--- src/rtl/sat_addsub_pipe_pkg.sv ---
// Shared ALU definitions: flag bit positions and signed saturation limits.
package sat_addsub_pipe_pkg;

  localparam int FLAG_Z = 0;
  localparam int FLAG_V = 1;
  localparam int FLAG_N = 2;
  localparam int FLAG_C = 3;
  localparam int NUM_FLAGS = 4;

  // Limits are built at a fixed maximum width; callers truncate to their width.
  localparam int MAX_WIDTH = 64;

  function automatic logic [MAX_WIDTH-1:0] sat_min(input int width);
    logic [MAX_WIDTH-1:0] one;
    one = MAX_WIDTH'(1);
    return one << (width - 1);
  endfunction

  function automatic logic [MAX_WIDTH-1:0] sat_max(input int width);
    logic [MAX_WIDTH-1:0] one;
    one = MAX_WIDTH'(1);
    return (one << (width - 1)) - one;
  endfunction

endpackage

--- src/rtl/sat_addsub_pipe_if.sv ---
// Operand-side and result-side handshake bundle of the pipelined add/sub.
// Handshake: a transfer happens on a rising edge where valid && ready; the
// sender holds its payload stable while valid && !ready.
interface sat_addsub_pipe_if #(
  parameter int WIDTH = 16
);
  logic             in_valid;
  logic             in_ready;
  logic [WIDTH-1:0] a;
  logic [WIDTH-1:0] b;
  logic             sub;
  logic             sat;
  logic             out_valid;
  logic             out_ready;
  logic [WIDTH-1:0] sum;
  logic             ovfl;
  logic             cout;
  logic             zero;
  logic             neg;

  modport slave (
    input  in_valid, a, b, sub, sat, out_ready,
    output in_ready, out_valid, sum, ovfl, cout, zero, neg
  );

  modport master (
    output in_valid, a, b, sub, sat, out_ready,
    input  in_ready, out_valid, sum, ovfl, cout, zero, neg
  );
endinterface

--- src/rtl/sat_addsub_pipe_cla_slice.sv ---
// Combinational G-bit carry-lookahead adder slice; also exposes the carry
// into its top bit so the last slice can derive signed overflow.
module sat_addsub_pipe_cla_slice #(
  parameter int G = 4
) (
  input  logic [G-1:0] a,
  input  logic [G-1:0] b,
  input  logic         cin,
  output logic [G-1:0] sum,
  output logic         cout,
  output logic         c_msb_in
);
  logic [G-1:0] p;
  logic [G-1:0] g;
  logic [G:0]   c;
  logic         pp;
  logic         acc;

  assign p = a ^ b;
  assign g = a & b;

  // Each carry is the flat sum-of-products of generate/propagate terms.
  always_comb begin
    c    = '0;
    pp   = 1'b0;
    acc  = 1'b0;
    c[0] = cin;
    for (int i = 0; i < G; i++) begin
      acc = g[i];
      pp  = p[i];
      for (int j = i - 1; j >= 0; j--) begin
        acc = acc | (pp & g[j]);
        pp  = pp & p[j];
      end
      c[i+1] = acc | (pp & cin);
    end
  end

  assign sum      = p ^ c[G-1:0];
  assign cout     = c[G];
  assign c_msb_in = c[G-1];
endmodule

--- src/rtl/sat_addsub_pipe.sv ---
// Skewed pipelined signed add/sub: one CLA slice per stage, optional
// saturation and NZVC flags on a registered, back-pressured output.
module sat_addsub_pipe
  import sat_addsub_pipe_pkg::*;
#(
  parameter int WIDTH = 16,
  parameter int GROUP = 4
) (
  input  logic                clk,
  input  logic                rst,
  sat_addsub_pipe_if.slave    io
);
  localparam int STAGES = WIDTH / GROUP;

  logic [WIDTH-1:0] a_q [STAGES];
  logic [WIDTH-1:0] a_d [STAGES];
  logic [WIDTH-1:0] b_q [STAGES];
  logic [WIDTH-1:0] b_d [STAGES];
  logic [WIDTH-1:0] r_q [STAGES];
  logic [WIDTH-1:0] r_d [STAGES];
  logic             c_q [STAGES];
  logic             c_d [STAGES];
  logic             sat_q [STAGES];
  logic             sat_d [STAGES];
  logic             v_q [STAGES];
  logic             v_d [STAGES];

  logic [GROUP-1:0] s_w  [STAGES];
  logic             co_w [STAGES];
  logic             cm_w [STAGES];

  logic                 out_valid_q, out_valid_d;
  logic [WIDTH-1:0]     sum_q, sum_d;
  logic [NUM_FLAGS-1:0] flags_q, flags_d;

  logic             adv;
  logic             accept;
  logic             ovfl_w;
  logic [WIDTH-1:0] raw;
  logic [WIDTH-1:0] max_pos;
  logic [WIDTH-1:0] min_neg;

  assign max_pos = WIDTH'(sat_max(WIDTH));
  assign min_neg = WIDTH'(sat_min(WIDTH));

  assign adv         = !out_valid_q || io.out_ready;
  assign io.in_ready = adv && !rst;
  assign accept      = io.in_valid && io.in_ready;

  for (genvar k = 0; k < STAGES; k++) begin : g_slice
    sat_addsub_pipe_cla_slice #(.G(GROUP)) u_slice (
      .a        (a_q[k][k*GROUP +: GROUP]),
      .b        (b_q[k][k*GROUP +: GROUP]),
      .cin      (c_q[k]),
      .sum      (s_w[k]),
      .cout     (co_w[k]),
      .c_msb_in (cm_w[k])
    );
  end

  // Stage 0 only captures; stage k>0 holds slice k-1's finished bits and carry.
  always_comb begin
    a_d[0]   = io.a;
    b_d[0]   = io.sub ? ~io.b : io.b;
    c_d[0]   = io.sub;
    sat_d[0] = io.sat;
    v_d[0]   = accept;
    r_d[0]   = '0;
    for (int k = 1; k < STAGES; k++) begin
      a_d[k]   = a_q[k-1];
      b_d[k]   = b_q[k-1];
      c_d[k]   = co_w[k-1];
      sat_d[k] = sat_q[k-1];
      v_d[k]   = v_q[k-1];
      r_d[k]   = r_q[k-1];
      r_d[k][(k-1)*GROUP +: GROUP] = s_w[k-1];
    end
  end

  // Output data only changes when a real result arrives, so bubbles keep it stable.
  always_comb begin
    raw = r_q[STAGES-1];
    raw[(STAGES-1)*GROUP +: GROUP] = s_w[STAGES-1];
    ovfl_w      = cm_w[STAGES-1] ^ co_w[STAGES-1];
    out_valid_d = v_q[STAGES-1];
    sum_d       = sum_q;
    flags_d     = flags_q;
    if (v_q[STAGES-1]) begin
      sum_d = raw;
      if (sat_q[STAGES-1] && ovfl_w) begin
        sum_d = raw[WIDTH-1] ? max_pos : min_neg;
      end
      flags_d         = '0;
      flags_d[FLAG_Z] = (sum_d == '0);
      flags_d[FLAG_N] = sum_d[WIDTH-1];
      flags_d[FLAG_V] = ovfl_w;
      flags_d[FLAG_C] = co_w[STAGES-1];
    end
  end

  always_ff @(posedge clk) begin
    if (rst) begin
      for (int k = 0; k < STAGES; k++) begin
        a_q[k]   <= '0;
        b_q[k]   <= '0;
        r_q[k]   <= '0;
        c_q[k]   <= 1'b0;
        sat_q[k] <= 1'b0;
        v_q[k]   <= 1'b0;
      end
      out_valid_q <= 1'b0;
      sum_q       <= '0;
      flags_q     <= '0;
    end else if (adv) begin
      a_q         <= a_d;
      b_q         <= b_d;
      r_q         <= r_d;
      c_q         <= c_d;
      sat_q       <= sat_d;
      v_q         <= v_d;
      out_valid_q <= out_valid_d;
      sum_q       <= sum_d;
      flags_q     <= flags_d;
    end
  end

  assign io.out_valid = out_valid_q;
  assign io.sum       = sum_q;
  assign io.ovfl      = flags_q[FLAG_V];
  assign io.cout      = flags_q[FLAG_C];
  assign io.zero      = flags_q[FLAG_Z];
  assign io.neg       = flags_q[FLAG_N];
endmodule

--- src/flat_wrapper.sv ---
// flat-port wrapper written by rule: the top's interface ports become plain ports
module sat_addsub_pipe_flat import sat_addsub_pipe_pkg::*;
#(
  parameter int WIDTH = 16,
  parameter int GROUP = 4
)
  (clk, rst, io_in_valid, io_a, io_b, io_sub, io_sat, io_out_ready, io_in_ready, io_out_valid, io_sum, io_ovfl, io_cout, io_zero, io_neg);
  sat_addsub_pipe_if #(.WIDTH(WIDTH)) io_i ();
  input  logic clk;
  input  logic rst;
  input wire logic [$bits(io_i.in_valid)-1:0] io_in_valid;
  input wire logic [$bits(io_i.a)-1:0] io_a;
  input wire logic [$bits(io_i.b)-1:0] io_b;
  input wire logic [$bits(io_i.sub)-1:0] io_sub;
  input wire logic [$bits(io_i.sat)-1:0] io_sat;
  input wire logic [$bits(io_i.out_ready)-1:0] io_out_ready;
  output wire logic [$bits(io_i.in_ready)-1:0] io_in_ready;
  output wire logic [$bits(io_i.out_valid)-1:0] io_out_valid;
  output wire logic [$bits(io_i.sum)-1:0] io_sum;
  output wire logic [$bits(io_i.ovfl)-1:0] io_ovfl;
  output wire logic [$bits(io_i.cout)-1:0] io_cout;
  output wire logic [$bits(io_i.zero)-1:0] io_zero;
  output wire logic [$bits(io_i.neg)-1:0] io_neg;
  assign io_i.in_valid = io_in_valid;
  assign io_i.a = io_a;
  assign io_i.b = io_b;
  assign io_i.sub = io_sub;
  assign io_i.sat = io_sat;
  assign io_i.out_ready = io_out_ready;
  assign io_in_ready = io_i.in_ready;
  assign io_out_valid = io_i.out_valid;
  assign io_sum = io_i.sum;
  assign io_ovfl = io_i.ovfl;
  assign io_cout = io_i.cout;
  assign io_zero = io_i.zero;
  assign io_neg = io_i.neg;
  sat_addsub_pipe #(.WIDTH(WIDTH), .GROUP(GROUP)) u_core (.clk(clk), .rst(rst), .io(io_i));
endmodule
--- config.mk ---
export PLATFORM = sky130hd
export DESIGN_NAME = sat_addsub_pipe_flat
export DESIGN_NICKNAME = d
export VERILOG_FILES = /design/src/rtl/sat_addsub_pipe_pkg.sv /design/src/rtl/sat_addsub_pipe_if.sv /design/src/rtl/sat_addsub_pipe_cla_slice.sv /design/src/rtl/sat_addsub_pipe.sv /design/src/flat_wrapper.sv
export SDC_FILE = /design/constraint.sdc
export NUM_CORES = 1
export LEC_CHECK = 0
export CELL_PAD_IN_SITES_DETAIL_PLACEMENT = 1
export CELL_PAD_IN_SITES_GLOBAL_PLACEMENT = 1
export CORE_MARGIN = 1
export CORE_UTILIZATION = 42
export DETAILED_ROUTE_END_ITERATION = 12
export PLACE_DENSITY = 0.81
export SKIP_LAST_GASP = 1
export SYNTH_ARGS = -nofsm -noshare
export SYNTH_HDL_FRONTEND = slang
export SYNTH_SLANG_ARGS = --single-unit
--- constraint.sdc ---
create_clock -name clk -period 2.35 [get_ports clk]
set_clock_uncertainty 0.1 [all_clocks]
set_input_delay 0.3525 -clock clk [delete_from_list [all_inputs] [get_ports clk]]
set_output_delay 0.3525 -clock clk [all_outputs]
set_load 0.02 [all_outputs]
# Word level (Yosys, flattened, before mapping)
# Index checks and enable logic that the tools add are counted.
word_totals:
  regBits: 185
  word_cells: 156
  output_inout_bits: 22
  inputBits: 38
op_classes:
  muxes: 4
  n_reduce_logical: 8
  bitwise: 118
op_table:
  columns: ["operator", "n"]
  rows:
  - ["$and A1 B1 Y1", 64]
  - ["$mux W16", 4]
  - ["$or A1 B1 Y1", 40]
  - ["$xor A4 B4 Y4", 8]
  - ["$and A4 B4 Y4", 4]
  - ["$logic_not A16 Y1", 1]
  - ["$not A16 Y16", 1]
  - ["$logic_and A1 B1 Y1", 3]
  - ["$logic_not A1 Y1", 2]
  - ["$reduce_and A2 Y1", 1]
  - ["$logic_or A1 B1 Y1", 1]
  - ["$xor A1 B1 Y1", 1]

# Depth between registers and ports, before layout
# Gate-level depths: netlist (run 1).
logic_depth:
  depth_word: 11
  mapped_depth: 7
  mapped_depth_nobuf: 6

# Hierarchy
# Synthesis (run 1) repeated with hierarchy kept, for this count alone.
unflattened:
  cells_unflattened: 665
  hier_area_um2: 5532.8
modules_own_cells:
  columns: ["module", "instances", "area_per_inst_um2", "cells_per_inst", "seq_area_each_um2"]
  rows:
  - ["sat_addsub_pipe", 1, 4972.3, 609, 2722.6]
  - ["sat_addsub_pipe_cla_slice", 4, 140.1, 14, 0.0]

# Worst setup path after synthesis (run 1)
# Ideal clock, no wire load.
synth_timing:
  kind: "reg-to-reg"
  startpoint: "register u_core.b_q[12] in the netlist's numbering"
  endpoint: "register u_core.sum_q[10] (netlist: u_core.io.sum[10])"
  slack_ps: 462
  path_buffers: 1
  path_stages_with_launch: 8
  period_less_slack_ps: 1888
  t_required_ps: 2170
  arrival_time_ps: 1708
  setup_ps: 80
  cell_sequence: "dfxtp_1 ha_1 a211o_1 a21o_1 o22ai_2 nor2_2 buf_6 a211oi_2"
synth_between:
  elab_chain_cells: 8
  word_cells_on_any_way: 18
  classes_between: "mux: 3; bitwise: 14; reduce/logical: 1"
synth_rtl:
  columns: ["item", "line_no", "rtl"]
  rows:
  - ["start, declared", "sat_addsub_pipe.sv:17", "logic [WIDTH-1:0] b_q [STAGES];"]
  - ["start signal, assigned by index", "sat_addsub_pipe.sv:105", "b_q[k] <= '0;"]
  - ["start signal, assigned", "sat_addsub_pipe.sv:116", "b_q <= b_d;"]
  - ["$and A4 B4 Y4 / $xor A4 B4 Y4 (equally long branches)", "sat_addsub_pipe_cla_slice.sv:20, sat_addsub_pipe_cla_slice.sv:19", null]
  - ["$and A1 B1 Y1, on equally long branches", "sat_addsub_pipe_cla_slice.sv:32, sat_addsub_pipe_cla_slice.sv:33", null]
  - ["$or A1 B1 Y1 / $and A1 B1 Y1 (equally long branches)", "sat_addsub_pipe_cla_slice.sv:32, sat_addsub_pipe_cla_slice.sv:35", null]
  - ["$or A1 B1 Y1", "sat_addsub_pipe_cla_slice.sv:35", "c[i+1] = acc | (pp & cin);"]
  - ["$xor A4 B4 Y4 / $xor A1 B1 Y1 (equally long branches)", "sat_addsub_pipe_cla_slice.sv:39, sat_addsub_pipe.sv:84", null]
  - ["$mux W16 / $logic_and A1 B1 Y1 (equally long branches)", "sat_addsub_pipe.sv:91, sat_addsub_pipe.sv:90", null]
  - ["$mux W16 (*)", "sat_addsub_pipe.sv:90", "if (sat_q[STAGES-1] && ovfl_w) begin"]
  - ["$mux W16 (*)", "sat_addsub_pipe.sv:88", "if (v_q[STAGES-1]) begin"]
  - ["end signal, assigned", "sat_addsub_pipe.sv:122", "sum_q <= sum_d;"]
  - ["end, declared", "sat_addsub_pipe.sv:33", "logic [WIDTH-1:0] sum_q, sum_d;"]
# Mark *: on every way between the ends. The rest lies on a longest branch, timed or not. The select of a mux whose other input is x is not followed.
# A chain may end at the register's enable or synchronous reset.

# Worst setup path after layout (run 1)
layout_timing:
  startpoint: "input io_out_ready"
  endpoint: "output io_in_ready"
layout_between:
  elab_chain_cells: 2
layout_rtl:
  columns: ["item", "line_no", "rtl"]
  rows:
  - ["start, declared", "flat_wrapper.sv:16", "input wire logic [$bits(io_i.out_ready)-1:0] io_out_ready;"]
  - ["$logic_or A1 B1 Y1", "sat_addsub_pipe.sv:46", "assign adv = !out_valid_q || io.out_ready;"]
  - ["$logic_and A1 B1 Y1", "sat_addsub_pipe.sv:47", "assign io.in_ready = adv && !rst;"]
  - ["end, declared", "flat_wrapper.sv:17", "output wire logic [$bits(io_i.in_ready)-1:0] io_in_ready;"]
# Every way passes these cells.

==> metrics.md, run 1 <==
| Metric | Value |
|---|---|
| RSZ-0062 raised after global routing | false |
| Max-Cap Viols | 0 |
| Top cells by area, synth | dfxtp_1 49%, nand2_1 14%, a21oi_1 9.2% |
| Synth Area per Inst | 8.21 um2 |
| Worst-Margin Slew | 0.634 ns |
| CTS Hold Bufs | 0 |
| Type of the worst setup path | in2out |
| Crit Path Max Fanout | 2 |
| Worst Reg-to-Reg Cells | 7 |
| Final Setup Violations | 0 |
| Worst-Skew Late Latency | 0.41 ns |
| Flops & latches, synth | 136 |
| N_diodes | 0 |
| Num CTS Buffers | 17 |
| Max-slew violations | 0 |
| Fill count | 1535 |
| WL/cell | 15.1 um |
| Die area | 13800 um2 |
| Die Wd | 117 um |
| Number of global-route vias before repair | 4747 |
| Top cell type's share of synthesized area | 48.6% |
| Number of synthesized flops with an enable pin | 0 |
| Top Ports | 60 |
| Starting Density | 43.7% |
| Gate Count Post-Synth | 682 |
| Placed wire-length estimate | 8.37 mm |
| Share of flip-flops with an asynchronous set or reset | 0% |
| DRT Pass-1 Iters | 4 |
| Dominant synthesized flop cell | dfxtp_1 |
| Status | finished, final reports clean |
| Period utilization | 89.5% |
| Synth area leader | dfxtp_1 |
| First-pass GRT wire length | 22.9 mm |
| Setup TNS | 0 ns |
| Final wirelength | 13.7 mm |
| Worst-path clk slew | 0.05 ns |
| Syn-to-layout area delta | 22.9% |
| Non-Filler Instances | 904 |
| Clock buffer depth | 2 |
| Clock Sinks | 136 |
| Post-CTS Setup Bufs | 0 |
| Pre-CTS setup slack | 0.261 ns |
| Cell Pwr Density | 777 nW/um2 |
| Sequential area share after synthesis | 48.6% |
| H-tree levels | 4 |
| Final min period | 2.10 ns |
| Hold Slack | 0.0570 ns |
| 1st-iter DRT viols | 275 |
| Gr ovfl total | 0 |
| Reg2Reg Setup Slack | 0.26 ns |
| Antenna violations before repair | 0 |
| Number of vias per cell | 5.12 |
| Reg2reg start | u_core.a_q[12] |
| Port buffer count | 59 |
| CTS tree | done |
| CP Data Arrival Time | 1.65 ns |
| Post-synth cell types | 36 |
| Hold Path Class | in2reg |
| Gpl congestion | 0.821 |
| Yosys warns | 0 |
| R2r endpoint | u_core.io.sum[12] |
| Mapped cell area | 5600 um2 |
| End of the worst hold path | u_core.v_d[1] |
| Vias | 4628 |
| Cell with the most instances after synthesis | nand2_1 |
| Resized Gates After CTS | 0 |
| Die Ht | 117 um |
| Hold depth | 2 |
| Worst setup SP type | primary input |
| CORE AREA | 12800 um2 |
| CP Capture Type | primary output |
| Max_slew headroom | 57.7% |
| Hold_sp | rst |
| Layout cells sized above 1 | 7.38% |
| Global Route Usage Sum | 20.4% |
| Nets | 778 |
| Leakage power | 0.00259 uW |
| Root Buffer | clkbuf_16 |
| Final Worst Setup Slack | 0.247 ns |
| Syn_nets | 740 |
| Number of core rows | 41 |
| Largest net degree at the start of global routing | 135 |
| Most instantiated cells after synthesis | 209 x nand2_1, 136 x dfxtp_1, 103 x a21oi_1 |
| Peak supply drop | 0.452 mV |
| Number of cells after detailed placement | 873 |
| # DRC | 0 |
| Detail Route Antenna Nets | 0 |
| Fmax | 0.475 GHz |
| Fin. Hold Viols | 0 |
| CP required | 1.90 ns |
| Util after Layout | 53.7% |
==> power breakdown <==
part / switching (uW) / internal [uW]
registers: 68.1 / 2420
clock network: 984 / 1460
logic: 211 / 203
total: 1260 / 4090
==> through the flow <==
stage	cell area, um2	total power (uW)
2_1_floorplan	5600	2780
3_3_place_gp	6340	2920
3_5_place_dp	6340	2940
4_1_cts	6880	5400
5_1_grt	6880	5550
6_report	6880	5350
==> placed cells by master, fill, tap and decap left out, types with 2 or more instances in the layout <==
cell,instances
nand2_1,209
dfxtp_1,136
a21oi_1,103
clkdlybuf4s50_1,58
nor2_1,44
a211oi_1,27
xnor2_1,24
clkbuf_16,17
ha_1,16
inv_1,13
a211oi_2,10
a21o_1,8
clkinv_2,6
o21ai_0,5
nor2b_1,5
buf_12,5
or3_1,4
fa_1,4
clkinvlp_4,4
buf_4,4
nor3_1,3
o31a_1,3
a32oi_1,2
nor4_1,2
xor2_1,2
clkinv_4,2
==> sequential cells by signal (all words and copies together) (netlist names), 3 cells and up <==
name / cells
u_core.r_q: 12
u_core.sat_d: 3
u_core.b_q: 4
u_core.a_q: 4
u_core.io.sum: 15
u_core.b_d: 36
u_core.v_d: 3
u_core.c_q: 4
u_core.flags_q: 4
u_core.a_d: 36
u_core.r_d: 12
==> cells by family after synthesis <==
group           count (synthesis)  synth area share [%]
flops                         136                  48.6
simple gates                  275                  19.4
fa+ha+maj                      20                  5.01
xor+xnor                       26                  4.07
compound gates                163                  18.2
buf+inv                        61                  4.51
mux                             1                 0.179
==> area by class of cell <==
cell class                 count  area (um2)  share of cell area (%)
multi-input combinational    485        2640                    38.3
inverter                      13        48.8                   0.709
clock inverter                13         108                    1.56
timing repair buffer          67         711                    10.3
tap                          172         215                    3.13
sequential                   136        2720                    39.6
clock buffer                  18         439                    6.38
==> layer usage <==
metal	global-route usage (%)	routed length, um	vias to the layer above
met3	4.70	354	19
li1	-	-	2331
met4	7.85	291	0
met2	36.1	6980	71
met1	23.8	6050	2207
met5	0	0	-
==> worst max-delay path, stage by stage <==
cell             delay, ns
clkdlybuf4s50_1       0.52
nor2b_4               0.06
nor2_1                0.10
clkdlybuf4s50_1       0.61
==> worst max-delay path by stage <==
stage | to | slack [ns] | startpoint
finish | io_in_ready | 0.25 | io_out_ready
detailed placement | io_in_ready | 0.26 | io_out_ready
CTS | io_in_ready | 0.24 | io_out_ready
global route | u_core.io.sum[12] | 0.18 | u_core.a_q[12]
floorplan | u_core.io.sum[10] | 0.46 | u_core.b_q[12]
global placement | io_in_ready | 0.26 | io_out_ready
Note: power is estimated with default switching activity, not from simulation.
==> run 2, diff against run 1 <==
- CORE_UTILIZATION: 42 -> 44
- CTS_BUF_LIST: default -> sky130_fd_sc_hd__clkbuf_8
- PLACE_DENSITY: 0.81 -> 0.84
==> run 2 against run 1 <==
Against the previous run: global-route usage increased by 0.48 points; critical path type unchanged; non-clock buffer count unchanged; first-iteration DRC count decreased by 29%; sequential power about the same; combinational power shrank 2%; critical path depth unchanged; highest routed layer unchanged; critical endpoint unchanged; largest power group unchanged; sequential share of layout area increased by 1.1 points; final cell count is 0.33% lower.
==> metrics.md, run 2 (synthesis results as in run 1) <==
| Metric | Value |
|---|---|
| Status | finished, final reports clean |
| Clock Sinks | 136 |
| Fin. Hold Viols | 0 |
| Antenna violations before repair | 0 |
| Num CTS Buffers | 17 |
| Clock buffer depth | 2 |
| Worst-Margin Slew | 0.958 ns |
| Hold depth | 2 |
| Area of the multi-input gates | 2640 um2 |
| # DRC | 0 |
| Layout cells sized above 1 | 7.23% |
| Max-Cap Viols | 0 |
| Die area | 13200 um2 |
| Syn-to-layout area delta | 19.6% |
| RSZ-0062 raised after global routing | false |
| First-pass GRT wire length | 21.8 mm |
| DRT Pass-1 Iters | 4 |
| Gate power share | 8.5% |
| Number of global-route vias before repair | 4674 |
| Peak supply drop | 0.306 mV |
| CTS Hold Bufs | 0 |
| Setup TNS | 0 ns |
| WL/cell | 14.1 um |
| Period utilization | 89.2% |
| Hold Path Class | reg2reg |
| Final wirelength | 12.7 mm |
| Port buffer count | 59 |
| Number of cells after detailed placement | 869 |
| Number of core rows | 40 |
| Cell breakdown of the critical path | clkdlybuf4s50_1 -> nor2b_4 -> nor2_1 -> clkdlybuf4s50_1 |
| Final Worst Setup Slack | 0.253 ns |
| Vias | 4548 |
| Final Setup Violations | 0 |
| Max-slew violations | 0 |
| Starting Density | 45.9% |
| Worst-path clk slew | 0.07 ns |
| Crit Path Max Fanout | 2 |
| Type of the worst setup path | in2out |
| Reg power frac | 52.2% |
| Commonest non-fill, non-tap cells in the layout | 209 x nand2_1, 136 x dfxtp_1, 103 x a21oi_1, 58 x clkdlybuf4s50_1, 44 x nor2_1 |
| Fmax | 0.477 GHz |
| Final min period | 2.10 ns |
| 1st-iter DRT viols | 196 |
| Global Route Usage Sum | 20.9% |
| H-tree levels | 4 |
| Max_slew headroom | 36.1% |
| CP Data Arrival Time | 1.64 ns |
| Gr ovfl total | 0 |
| Worst setup SP type | primary input |
| Cell Pwr Density | 710 nW/um2 |
| Critical Path Most Common Cell | clkdlybuf4s50_1 |
| Detail Route Antenna Nets | 0 |
| CTS tree | done |
| Clock power share | 39.3% |
| Resized Gates After CTS | 0 |
| N_diodes | 0 |
| CP required | 1.90 ns |
| Buf/Inv on CP | 2 |
| Leakage power | 0.00252 uW |
| CORE AREA | 12200 um2 |
| CP max stage delay | 0.60 ns |
| Worst-Skew Late Latency | 0.43 ns |
| Die Wd | 115 um |
| Gpl congestion | 0.774 |
| Fill count | 1519 |
| Cell depth of the worst setup path | 4 |
| Nets | 778 |
| Number of vias per cell | 5.05 |
| Die Ht | 115 um |
| Worst Reg-to-Reg Cells | 7 |
| Register Area | 2720 um2 |
| Post-CTS Setup Bufs | 0 |
| Power Internal | 3610 uW |
| Non-Filler Instances | 901 |
| Top Ports | 60 |
| Switching power | 1150 uW |
| Worst path slowest cell | clkdlybuf4s50_1 |
| Pre-CTS setup slack | 0.249 ns |
| CP Capture Type | primary output |
| Largest net degree at the start of global routing | 128 |
| Most common cell after layout, fill and taps aside | nand2_1 |
| Top delay family on crit path | buffers and inverters |
| Root Buffer | clkbuf_8 |
| Switching share of power | 24.2% |
| Placed wire-length estimate | 8.46 mm |
-- run 2: final timing paths --
kind / start / endpoint / slack [ns]
worst max-delay path: io_out_ready / io_in_ready / 0.25
worst min-delay path: u_core.r_d[0] / u_core.r_d[0] / 0.35
worst max register to register: u_core.b_q[12] / u_core.io.sum[12] / 0.30
worst min register to register: u_core.r_d[0] / u_core.r_d[0] / 0.35
-- run 2: area by class of cell --
type	instances	share of cell area (%)
multi-input cells	485	39.4
well taps	168	3.14
repair buffers	67	10.2
clock inverters	13	1.96
inverters	13	0.728
clock buffers	19	3.90
flip-flops and latches	136	40.6
-- run 2: per-stage QoR --
stage | power, uW | instance area, um2 | hold WS (ns) | utilization, %
after floorplan | 2780 | 5600 | 0.332 | -
after global placement | 2910 | 6310 | 0.338 | 51.6
after detailed placement | 2940 | 6310 | 0.347 | 51.6
after CTS | 4810 | 6700 | 0.346 | 54.9
after global routing | 4950 | 6700 | 0.371 | 54.9
final | 4750 | 6700 | 0.353 | 54.9
-- run 2: tightest hold or removal path: stages, from the launching register on --
cell,delay (ns)
dfxtp_1,0.31
nand2_1,0.05
a21oi_1,0.05
-- run 2: routing by layer --
| layer | share of wire (%) | GRT usage [%] | vias to the layer above |
|---|---|---|---|
| met1 | 46 | 26.1 | 2139 |
| met2 | 50 | 35.3 | 70 |
| met3 | 2.7 | 4.38 | 14 |
| li1 | - | - | 2325 |
| met5 | 0 | 0 | - |
| met4 | 1.5 | 8.40 | 0 |
-- run 2: power groups by stage --
stage          clock [uW]  sequential (uW)  combinational [uW]
2_1_floorplan           0             2520                 256
3_3_place_gp            0             2530                 386
3_5_place_dp            0             2540                 405
4_1_cts              1920             2480                 410
5_1_grt              2000             2490                 454
6_report             1870             2480                 405
==> run 3, diff against run 2 <==
- CAP_MARGIN: default -> 30
==> results of run 3 <==
Final layout, timing and power as in run 2 (identical DEF).
